`config.mk`:
```
export PLATFORM = sky130hd
export DESIGN_NAME = br_update_queue
export DESIGN_NICKNAME = d
export VERILOG_FILES = /design/src/rtl/br_update_queue.sv
export SDC_FILE = /design/constraint.sdc
export NUM_CORES = 1
export LEC_CHECK = 0
export ABC_AREA = 1
export BUFFER_PORTS_ARGS = -buffer_cell sky130_fd_sc_hd__buf_2
export CORE_MARGIN = 3
export CORE_UTILIZATION = 45
export DETAILED_ROUTE_END_ITERATION = 8
export MAX_ROUTING_LAYER = met4
export PLACE_DENSITY = 0.7
export SLEW_MARGIN = 30
export SYNTH_ARGS = -nofsm -noshare
export SYNTH_HDL_FRONTEND = slang
export SYNTH_SLANG_ARGS = --single-unit
```
`constraint.sdc`:
```
create_clock -name clk -period 10.4 [get_ports clk]
set_clock_uncertainty 0.15 [all_clocks]
set_input_delay 1.04 -clock clk [delete_from_list [all_inputs] [get_ports clk]]
set_output_delay 1.04 -clock clk [all_outputs]
set_load 0.02 [all_outputs]
```
`src/rtl/br_update_queue.sv`:
```
// Buffers resolved branch outcomes and drains them as PHT saturating-counter writes.
// Also runs the post-reset PHT initialization sweep and issues local-history recovery.
module br_update_queue #(
  parameter int ISSUE_WIDTH    = 2,
  parameter int DEPTH          = 8,
  parameter int ADDR_WIDTH     = 32,
  parameter int INSN_ADDR_BITS = 2,
  parameter int INDEX_BITS     = 6,
  parameter int HIST_BITS      = 4,
  parameter int CTR_WIDTH      = 2
) (
  input  logic                                   clk,
  input  logic                                   rst,
  input  logic [ISSUE_WIDTH-1:0]                 in_valid,
  input  logic [ISSUE_WIDTH-1:0][ADDR_WIDTH-1:0] in_addr,
  input  logic [ISSUE_WIDTH-1:0]                 in_taken,
  input  logic [ISSUE_WIDTH-1:0]                 in_mispred,
  input  logic [ISSUE_WIDTH-1:0]                 in_is_cond,
  input  logic [ISSUE_WIDTH-1:0][HIST_BITS-1:0]  in_hist,
  input  logic [ISSUE_WIDTH-1:0][CTR_WIDTH-1:0]  in_ctr,
  output logic                                   in_ready,
  output logic                                   upd_valid,
  input  logic                                   upd_ready,
  output logic [INDEX_BITS-1:0]                  upd_index,
  output logic [HIST_BITS-1:0]                   upd_hist,
  output logic [CTR_WIDTH-1:0]                   upd_ctr,
  output logic                                   rec_valid,
  output logic [INDEX_BITS-1:0]                  rec_index,
  output logic [HIST_BITS-1:0]                   rec_hist,
  output logic                                   init_busy
);

  localparam int PTR_W   = $clog2(DEPTH);
  localparam int CNT_W   = PTR_W + 1;
  localparam int SWEEP_W = INDEX_BITS + HIST_BITS;
  localparam logic [SWEEP_W-1:0]   SWEEP_LAST = '1;
  localparam logic [CTR_WIDTH-1:0] CTR_INIT   = CTR_WIDTH'(1) << (CTR_WIDTH - 1);

  typedef enum logic {ST_INIT, ST_RUN} state_t;

  state_t               state_q, state_d;
  logic [SWEEP_W-1:0]   sweep_q, sweep_d;
  logic [PTR_W-1:0]     head_q, head_d, tail_q, tail_d, wr_ptr;
  logic [CNT_W-1:0]     count_q, count_d, n_push;
  logic                 pop;

  logic [INDEX_BITS-1:0] q_index_q [DEPTH];
  logic [INDEX_BITS-1:0] q_index_d [DEPTH];
  logic [HIST_BITS-1:0]  q_hist_q  [DEPTH];
  logic [HIST_BITS-1:0]  q_hist_d  [DEPTH];
  logic [CTR_WIDTH-1:0]  q_ctr_q   [DEPTH];
  logic [CTR_WIDTH-1:0]  q_ctr_d   [DEPTH];
  logic                  q_taken_q [DEPTH];
  logic                  q_taken_d [DEPTH];

  logic                  lw_valid_q, lw_valid_d;
  logic [INDEX_BITS-1:0] lw_index_q, lw_index_d;
  logic [HIST_BITS-1:0]  lw_hist_q, lw_hist_d;
  logic [CTR_WIDTH-1:0]  lw_ctr_q, lw_ctr_d;

  logic                  rec_valid_q, rec_valid_d;
  logic [INDEX_BITS-1:0] rec_index_q, rec_index_d;
  logic [HIST_BITS-1:0]  rec_hist_q, rec_hist_d;

  logic [INDEX_BITS-1:0] head_index;
  logic [HIST_BITS-1:0]  head_hist;
  logic [CTR_WIDTH-1:0]  base_ctr, next_ctr;
  logic [CTR_WIDTH:0]    inc_ext;
  logic                  unused_addr_bits;

  assign unused_addr_bits = ^in_addr;

  // A write to the same slot in the previous cycle may not be visible in the
  // fetch-time counter, so chain off the value we just wrote instead.
  always_comb begin
    head_index = q_index_q[head_q];
    head_hist  = q_hist_q[head_q];
    base_ctr   = q_ctr_q[head_q];
    if (lw_valid_q && (lw_index_q == head_index) && (lw_hist_q == head_hist)) begin
      base_ctr = lw_ctr_q;
    end
    inc_ext = {1'b0, base_ctr} + {{CTR_WIDTH{1'b0}}, 1'b1};
    if (q_taken_q[head_q]) begin
      next_ctr = inc_ext[CTR_WIDTH] ? base_ctr : inc_ext[CTR_WIDTH-1:0];
    end else begin
      next_ctr = (base_ctr == '0) ? base_ctr : base_ctr - CTR_WIDTH'(1);
    end
  end

  always_comb begin
    state_d     = state_q;
    sweep_d     = sweep_q;
    head_d      = head_q;
    count_d     = count_q;
    q_index_d   = q_index_q;
    q_hist_d    = q_hist_q;
    q_ctr_d     = q_ctr_q;
    q_taken_d   = q_taken_q;
    lw_valid_d  = 1'b0;
    lw_index_d  = lw_index_q;
    lw_hist_d   = lw_hist_q;
    lw_ctr_d    = lw_ctr_q;
    rec_valid_d = 1'b0;
    rec_index_d = rec_index_q;
    rec_hist_d  = rec_hist_q;
    wr_ptr      = tail_q;
    n_push      = '0;
    pop         = 1'b0;
    in_ready    = 1'b0;
    upd_valid   = 1'b0;
    upd_index   = sweep_q[SWEEP_W-1 -: INDEX_BITS];
    upd_hist    = sweep_q[HIST_BITS-1:0];
    upd_ctr     = CTR_INIT;
    case (state_q)
      ST_INIT: begin
        upd_valid = !rst;
        if (upd_valid && upd_ready) begin
          sweep_d = sweep_q + SWEEP_W'(1);
          if (sweep_q == SWEEP_LAST) begin
            state_d = ST_RUN;
          end
        end
      end
      ST_RUN: begin
        in_ready  = !rst && ((CNT_W'(DEPTH) - count_q) >= CNT_W'(ISSUE_WIDTH));
        upd_valid = !rst && (count_q != '0);
        upd_index = head_index;
        upd_hist  = head_hist;
        upd_ctr   = next_ctr;
        if (upd_valid && upd_ready) begin
          pop        = 1'b1;
          head_d     = head_q + PTR_W'(1);
          lw_valid_d = 1'b1;
          lw_index_d = head_index;
          lw_hist_d  = head_hist;
          lw_ctr_d   = next_ctr;
        end
        if (in_ready) begin
          for (int i = 0; i < ISSUE_WIDTH; i++) begin
            if (in_valid[i] && in_is_cond[i]) begin
              q_index_d[wr_ptr] = in_addr[i][INSN_ADDR_BITS +: INDEX_BITS];
              q_hist_d[wr_ptr]  = in_hist[i];
              q_ctr_d[wr_ptr]   = in_ctr[i];
              q_taken_d[wr_ptr] = in_taken[i];
              wr_ptr            = wr_ptr + PTR_W'(1);
              n_push            = n_push + CNT_W'(1);
            end
          end
        end
        // Scanned high-to-low so the oldest mispredicting lane has the final say.
        for (int i = ISSUE_WIDTH - 1; i >= 0; i--) begin
          if (in_valid[i] && in_mispred[i] && in_is_cond[i]) begin
            rec_valid_d = 1'b1;
            rec_index_d = in_addr[i][INSN_ADDR_BITS +: INDEX_BITS];
            rec_hist_d  = {in_hist[i][HIST_BITS-2:0], in_taken[i]};
          end
        end
        count_d = count_q + n_push - CNT_W'(pop);
      end
      default: state_d = ST_INIT;
    endcase
  end

  assign tail_d    = wr_ptr;
  assign init_busy = rst || (state_q == ST_INIT);
  assign rec_valid = rec_valid_q;
  assign rec_index = rec_index_q;
  assign rec_hist  = rec_hist_q;

  always_ff @(posedge clk) begin
    if (rst) begin
      state_q     <= ST_INIT;
      sweep_q     <= '0;
      head_q      <= '0;
      tail_q      <= '0;
      count_q     <= '0;
      lw_valid_q  <= 1'b0;
      lw_index_q  <= '0;
      lw_hist_q   <= '0;
      lw_ctr_q    <= '0;
      rec_valid_q <= 1'b0;
      rec_index_q <= '0;
      rec_hist_q  <= '0;
    end else begin
      state_q     <= state_d;
      sweep_q     <= sweep_d;
      head_q      <= head_d;
      tail_q      <= tail_d;
      count_q     <= count_d;
      lw_valid_q  <= lw_valid_d;
      lw_index_q  <= lw_index_d;
      lw_hist_q   <= lw_hist_d;
      lw_ctr_q    <= lw_ctr_d;
      rec_valid_q <= rec_valid_d;
      rec_index_q <= rec_index_d;
      rec_hist_q  <= rec_hist_d;
    end
  end

  always_ff @(posedge clk) begin
    q_index_q <= q_index_d;
    q_hist_q  <= q_hist_d;
    q_ctr_q   <= q_ctr_d;
    q_taken_q <= q_taken_d;
  end

endmodule

```
* Yosys cells after proc, flatten, opt, wreduce, memory -nomap -nowiden
Cells that the tools add are included.
W data, S select, Z words.
** Word-level totals
- Word-level logic and storage cells :: 173
- Memories kept :: 0
- Memory bits (writable) :: 0
- Memory bits (read-only) :: 0
- Output and inout port bits :: 26
- Bits of input ports :: 87
- Bits in registers :: 149
- Bits in latches :: 0
** Cells by class
- Shift-type cells :: 0
- Muxes and demuxes :: 82
- Order comparisons :: 6
- Bitwise logic cells :: 4
- Multiply operators :: 0
- Reductions and logical operators :: 24
- Add/subtract/negate cells :: 10
- Divide/modulo/power cells :: 0
- Equal/unequal tests :: 3
** Operators with widths (count)
- $mux W48 :: 4
- $mux W32 :: 4
- $bwmux W48 :: 2
- $bwmux W32 :: 2
- $mux W16 :: 4
- $mux W4 :: 12
- $mux W6 :: 7
- $demux W6 S3 :: 2
- $bwmux W16 :: 2
- $mux W8 :: 4
- $demux W4 S3 :: 2
- $bmux W6 S3 :: 1
- $mux W2 :: 9
- $bwmux W8 :: 2
- $logic_and A1 B1 Y1 :: 14
- $mux W1 :: 13
- $bmux W4 S3 :: 1
- $demux W2 S3 :: 2
- $ge A4 B4 Y1 const B :: 3
- $mux W3 :: 4
- $not A3 Y4 :: 3
- $add A10 B1 Y10 const B :: 1
- $eq A10 B10 Y1 const B :: 1
- $add A3 B1 Y3 const B :: 3
- 22 further kinds :: 27

* Depth between registers and ports, before layout
- Word-level depth :: 12
- Mapped depth :: 18
- Mapped depth without buffers :: 17

* Worst setup path after synthesis
No wires, ideal clock.
- Kind :: input to output
- From :: input port rst
- To :: output port in_ready
- Stages on the path :: 5
- Arrival time :: 6.238 ns
- Path slack :: 2.972 ns
- Data required time :: 9.210 ns
- Buffers on the path :: 2
- Cell sequence :: buf_2 > inv_1 > clkbuf_1 > nand2_1 > nor2_1
** Between the ends
- Cells in the longest elaborated chain, start to end :: 3
** RTL lines
- from (decl) :: RTL line 13 : input logic rst,
- $logic_not A1 Y1 :: RTL line 125 : in_ready = !rst && ((CNT_W'(DEPTH) - count_q) >= CNT_W'(ISSUE_WIDTH));
- $logic_and A1 B1 Y1 :: RTL line 125
- $mux W1 :: RTL line 114 : case (state_q)
- to (decl) :: RTL line 21 : output logic in_ready,
No other way between the ends.

* Final worst setup path
- From :: register head_q[2]
- To :: output port upd_ctr[0]
** Between the ends
- Cells in the longest elaborated chain, start to end :: 12
- Elaborated cells on any way between the ends :: 25
- Those cells by class :: add/sub (2); eq/ne (2); mux (17); bitwise (1); reduce/logical (3)
** RTL lines
- from (decl) :: RTL line 43 : logic [PTR_W-1:0] head_q, head_d, tail_q, tail_d, wr_ptr;
- from (signal assigned) :: RTL line 174 : head_q <= '0;
- from (signal assigned) :: RTL line 187 : head_q <= head_d;
- $not A3 Y4 (implied by the code) (*)
- $bmux W6 S3 :: RTL line 76 : head_index = q_index_q[head_q];
- $mux W6 (implied by the code) (2 in series) :: RTL line 76
- $eq A6 B6 Y1 :: RTL line 79 : if (lw_valid_q && (lw_index_q == head_index) && (lw_hist_q == head_hist)) begin
- $logic_and A1 B1 Y1 (2 in series) :: RTL line 79
- $mux W2 :: RTL line 79
- $sub A2 B1 Y2, or another cell as far along :: RTL line 86 : next_ctr = (base_ctr == '0) ? base_ctr : base_ctr - CTR_WIDTH'(1);
- $mux W2 (on tied branches) :: RTL line 86, 84
- $mux W2 (*) :: RTL line 83 : if (q_taken_q[head_q]) begin
- $mux W2 (*) :: RTL line 114
- to (decl) :: RTL line 26 : output logic [CTR_WIDTH-1:0] upd_ctr,
Every way passes the cells marked *; elsewhere a longest branch is shown, timed or not. The select of a mux whose other input is x is not followed.

==> metrics.yaml <==
synthArstFlopShare_pct: 0
yosys_warnings: 0
yosys.area_share.simple_pct: 25.51
yosys-top-cells-area: "edfxtp_1 34%, nand2_1 17%, o21ai_0 15%, dfxtp_1 9.9%, inv_1 5.8%"
cts.reportedPaths.clkPinSlew_ps: 60
tritoncts: "built"
post_synth_xor_area_fraction_pct: 0.3847
via_count: 8442
postSynth.topFlopCell: "edfxtp_1"
cts.repair_timing.setup_buffer_count: 0
total_drc_errors_in_the_routed_layout: 0
cap_viol_max_count: 0
setup_tns_ps: 0
core_region_area_sq_um: 19650
routed_wirelength_um: 26230
io_buffer_count: 60
crit_type: "flop to output port"
max_freq_mhz: 204.1
antenna_cells: 0
antenna_found_initial: 0
ys_types: 38
wire_length_of_the_first_global_routing_pass_um: 41810
critPathLaunchType: "flop"
worst_hold_path_type: "flop to flop"
synth.ff_latch_count: 149
post-route-min-period_ps: 4899
tightest_slew_ps: 997.4
power.static_leakage_nw: 4.634
row_count: 51
slew_headroom_pct: 33.34
drive_above_1_share_pct: 9.908
timing.final.crit_share_pct: 47.10
syn-cell-area_sq_um: 9107
antenna_left: 0
detail_route.wl_per_cell_um: 16.74
yosysTopAreaCellShare_pct: 34.29
number_of_pins_exceeding_their_max_slew_limit_in_the_final_report: 0
endpoint_kind: "output port"
synth_enable_flop_cells: 104
cts_h_tree_lvls: 4
ios: 113
clockRootBuffer: "clkbuf_16"
detail_route.iter0.violations: 866
fin_worst_hold_slack_ps: 354.6
result_of_the_run: "completed"
synthToLayoutAreaGrowth_pct: 10.73
stdcell_area_sq_um: 10080
irDropWorstVdd_mv: 0.1026
cts_repair_resized_insts: 0
setup_viol: 0
die_width_um: 148.3
setup_repair_after_global_routing_missed_its_margin: "false"
cp_max_fo: 16
layout.core_utilization_pct: 51.31
dpl_cell_area_sq_um: 9499
grt_use_total_pct: 24.93
cts-hold-fix-buffers: 0
cp_data_arrival_time_ps: 3710
grt_start_max_net_pins: 63
critPathRequiredTime_ps: 9210
synth_top_area_cell: "edfxtp_1"
floorplan.die_area_sq_um: 21980
drt-pass1-iter-count: 6
postSynthCellCount: 1267
synth.area.mux_share_pct: 0
first_global_vias: 7915
ctsLongestPathBuffers: 2
final_net_count: 1390
synth_compound_gate_area_share_pct: 18.63
place.gp.congestion: 0.8817
worstSkewPairLatency_ps: 430
report.final.hold_viol_count: 0
cts_num_sinks: 149
start_util_pct: 46.34
synth_area_per_cell_sq_um: 7.188
gr-total-overflow: 0
route.detailed.vias_per_inst: 5.387
total_cts_buffers: 17
synth-seq-area-share_pct: 44.18
synthAdderAreaFrac_pct: 2.006
die_boundary_height_um: 148.3
synth_top_family_by_area: "simple AND/OR/NAND/NOR gates"
power.density_nw_per_um2: 125.9
final_hpwl_dp_um: 15890
syn-num-nets: 1368
synthesized netlist by cell type (all sizes together) (2+ instances only):
cell    number
a211oi      11
clkbuf      45
o221ai       4
nor3        10
nand3       58
nand4        2
nand2      408
dfxtp       45
o21ai      268
a32o         2
inv        143
a21oi       32
xor2         3
o31ai        2
edfxtp     104
and2         5
buf         19
nand3b       7
ha          13
nor2        78
layout by cell type (no fill, tap or decap), types with 3 or more instances in the layout:
master | netlist | final
nand2_1 | 402 | 387
o21ai_0 | 264 | 264
inv_1 | 140 | 140
edfxtp_1 | 104 | 104
nor2_1 | 76 | 75
buf_2 | 11 | 60
nand3_1 | 52 | 52
dfxtp_1 | 45 | 44
a21oi_1 | 30 | 30
nand2_2 | 6 | 21
clkbuf_16 | 0 | 17
ha_1 | 13 | 13
a211oi_1 | 11 | 11
nor3_1 | 10 | 10
nand3b_1 | 7 | 7
buf_4 | 2 | 7
nand3_2 | 6 | 6
clkbuf_1 | 45 | 6
clkinv_2 | 0 | 4
o21ai_1 | 4 | 4
and2_1 | 4 | 4
o221ai_1 | 4 | 4
clkbuf_8 | 0 | 4
xor2_1 | 3 | 3
final timing paths:
check | from | cells after the start | slack [ps] | to
worst max-delay path | head_q[2]$_SDFFE_PP0P_ | 15 | 5500 | upd_ctr[0]
worst min-delay path | sweep_q[7]$_SDFFE_PP0P_ | 2 | 350 | sweep_q[7]$_SDFFE_PP0P_
worst min register to register | sweep_q[7]$_SDFFE_PP0P_ | 2 | 350 | sweep_q[7]$_SDFFE_PP0P_
worst max register to register | head_q[2]$_SDFFE_PP0P_ | 14 | 7060 | lw_ctr_q[0]$_SDFFE_PP0P_
stage by stage:
stage / power [mW] / setup WS [ps] / std cells
final: 1.270 / 5501 / 1567
after global routing: 1.300 / 5341 / 1567
after CTS: 1.276 / 5556 / 1567
after detailed placement: 0.6875 / 5972 / 1535
after global placement: 0.6868 / 6022 / 1535
after floorplan: 0.6670 / 2972 / 1267
critical path, cell delays in order, from the launching register on:
cell and delay [ps]:
dfxtp_1 950, inv_1 620, nand3_1 330, nand2_1 150, nand2_1 130, nand2_1 60, nor2_1 130, nand2_1 80
nor2_2 150, nand2_1 110, nand2_2 80, nand2_1 60, nand2_2 80, nand2_2 80, nor2_1 80, buf_2 180
logic make-up (layout without fill, tap and decap cells):
group / after synthesis / count (layout)
adder cells (fa/ha/maj): 14 / 14
XOR/XNOR: 4 / 4
flip-flops: 149 / 149
AND/OR/NAND/NOR: 570 / 570
buffers and inverters: 207 / 242
AO/OA/AOI/OAI: 323 / 323
power breakdown:
| group | switching [mW] | internal, mW |
|---|---|---|
| clock network | 0.242 | 0.353 |
| logic | 0.0341 | 0.0119 |
| registers | 0.000640 | 0.629 |
layer usage:
metal / wire, um / GRT usage [%] / part of all wire, %
met5: 0 / - / 0
met3: 2015 / 4.814 / 7.7
met1: 11260 / 32.06 / 43
met2: 12200 / 39.35 / 47
met4: 750 / 9.423 / 2.9
area by class of cell:
class / instances / area, sq um
fill: 2007 / 9569
inverter: 143 / 540.5
tap: 265 / 331.6
clock buffer: 27 / 503.0
sequential: 149 / 4025
clock inverter: 5 / 48.80
multi-input combinational: 911 / 4283
timing repair buffer: 67 / 352.8
flip-flops by register name (all words and copies together), names as in the netlist, 6 cells and up:
name and cells:
lw_index_q 6, rec_index 6, q_index_q 48, q_hist_q 32, sweep_q 10, q_ctr_q 16, q_taken_q 8
Note: power is estimated with default switching activity, not from simulation.
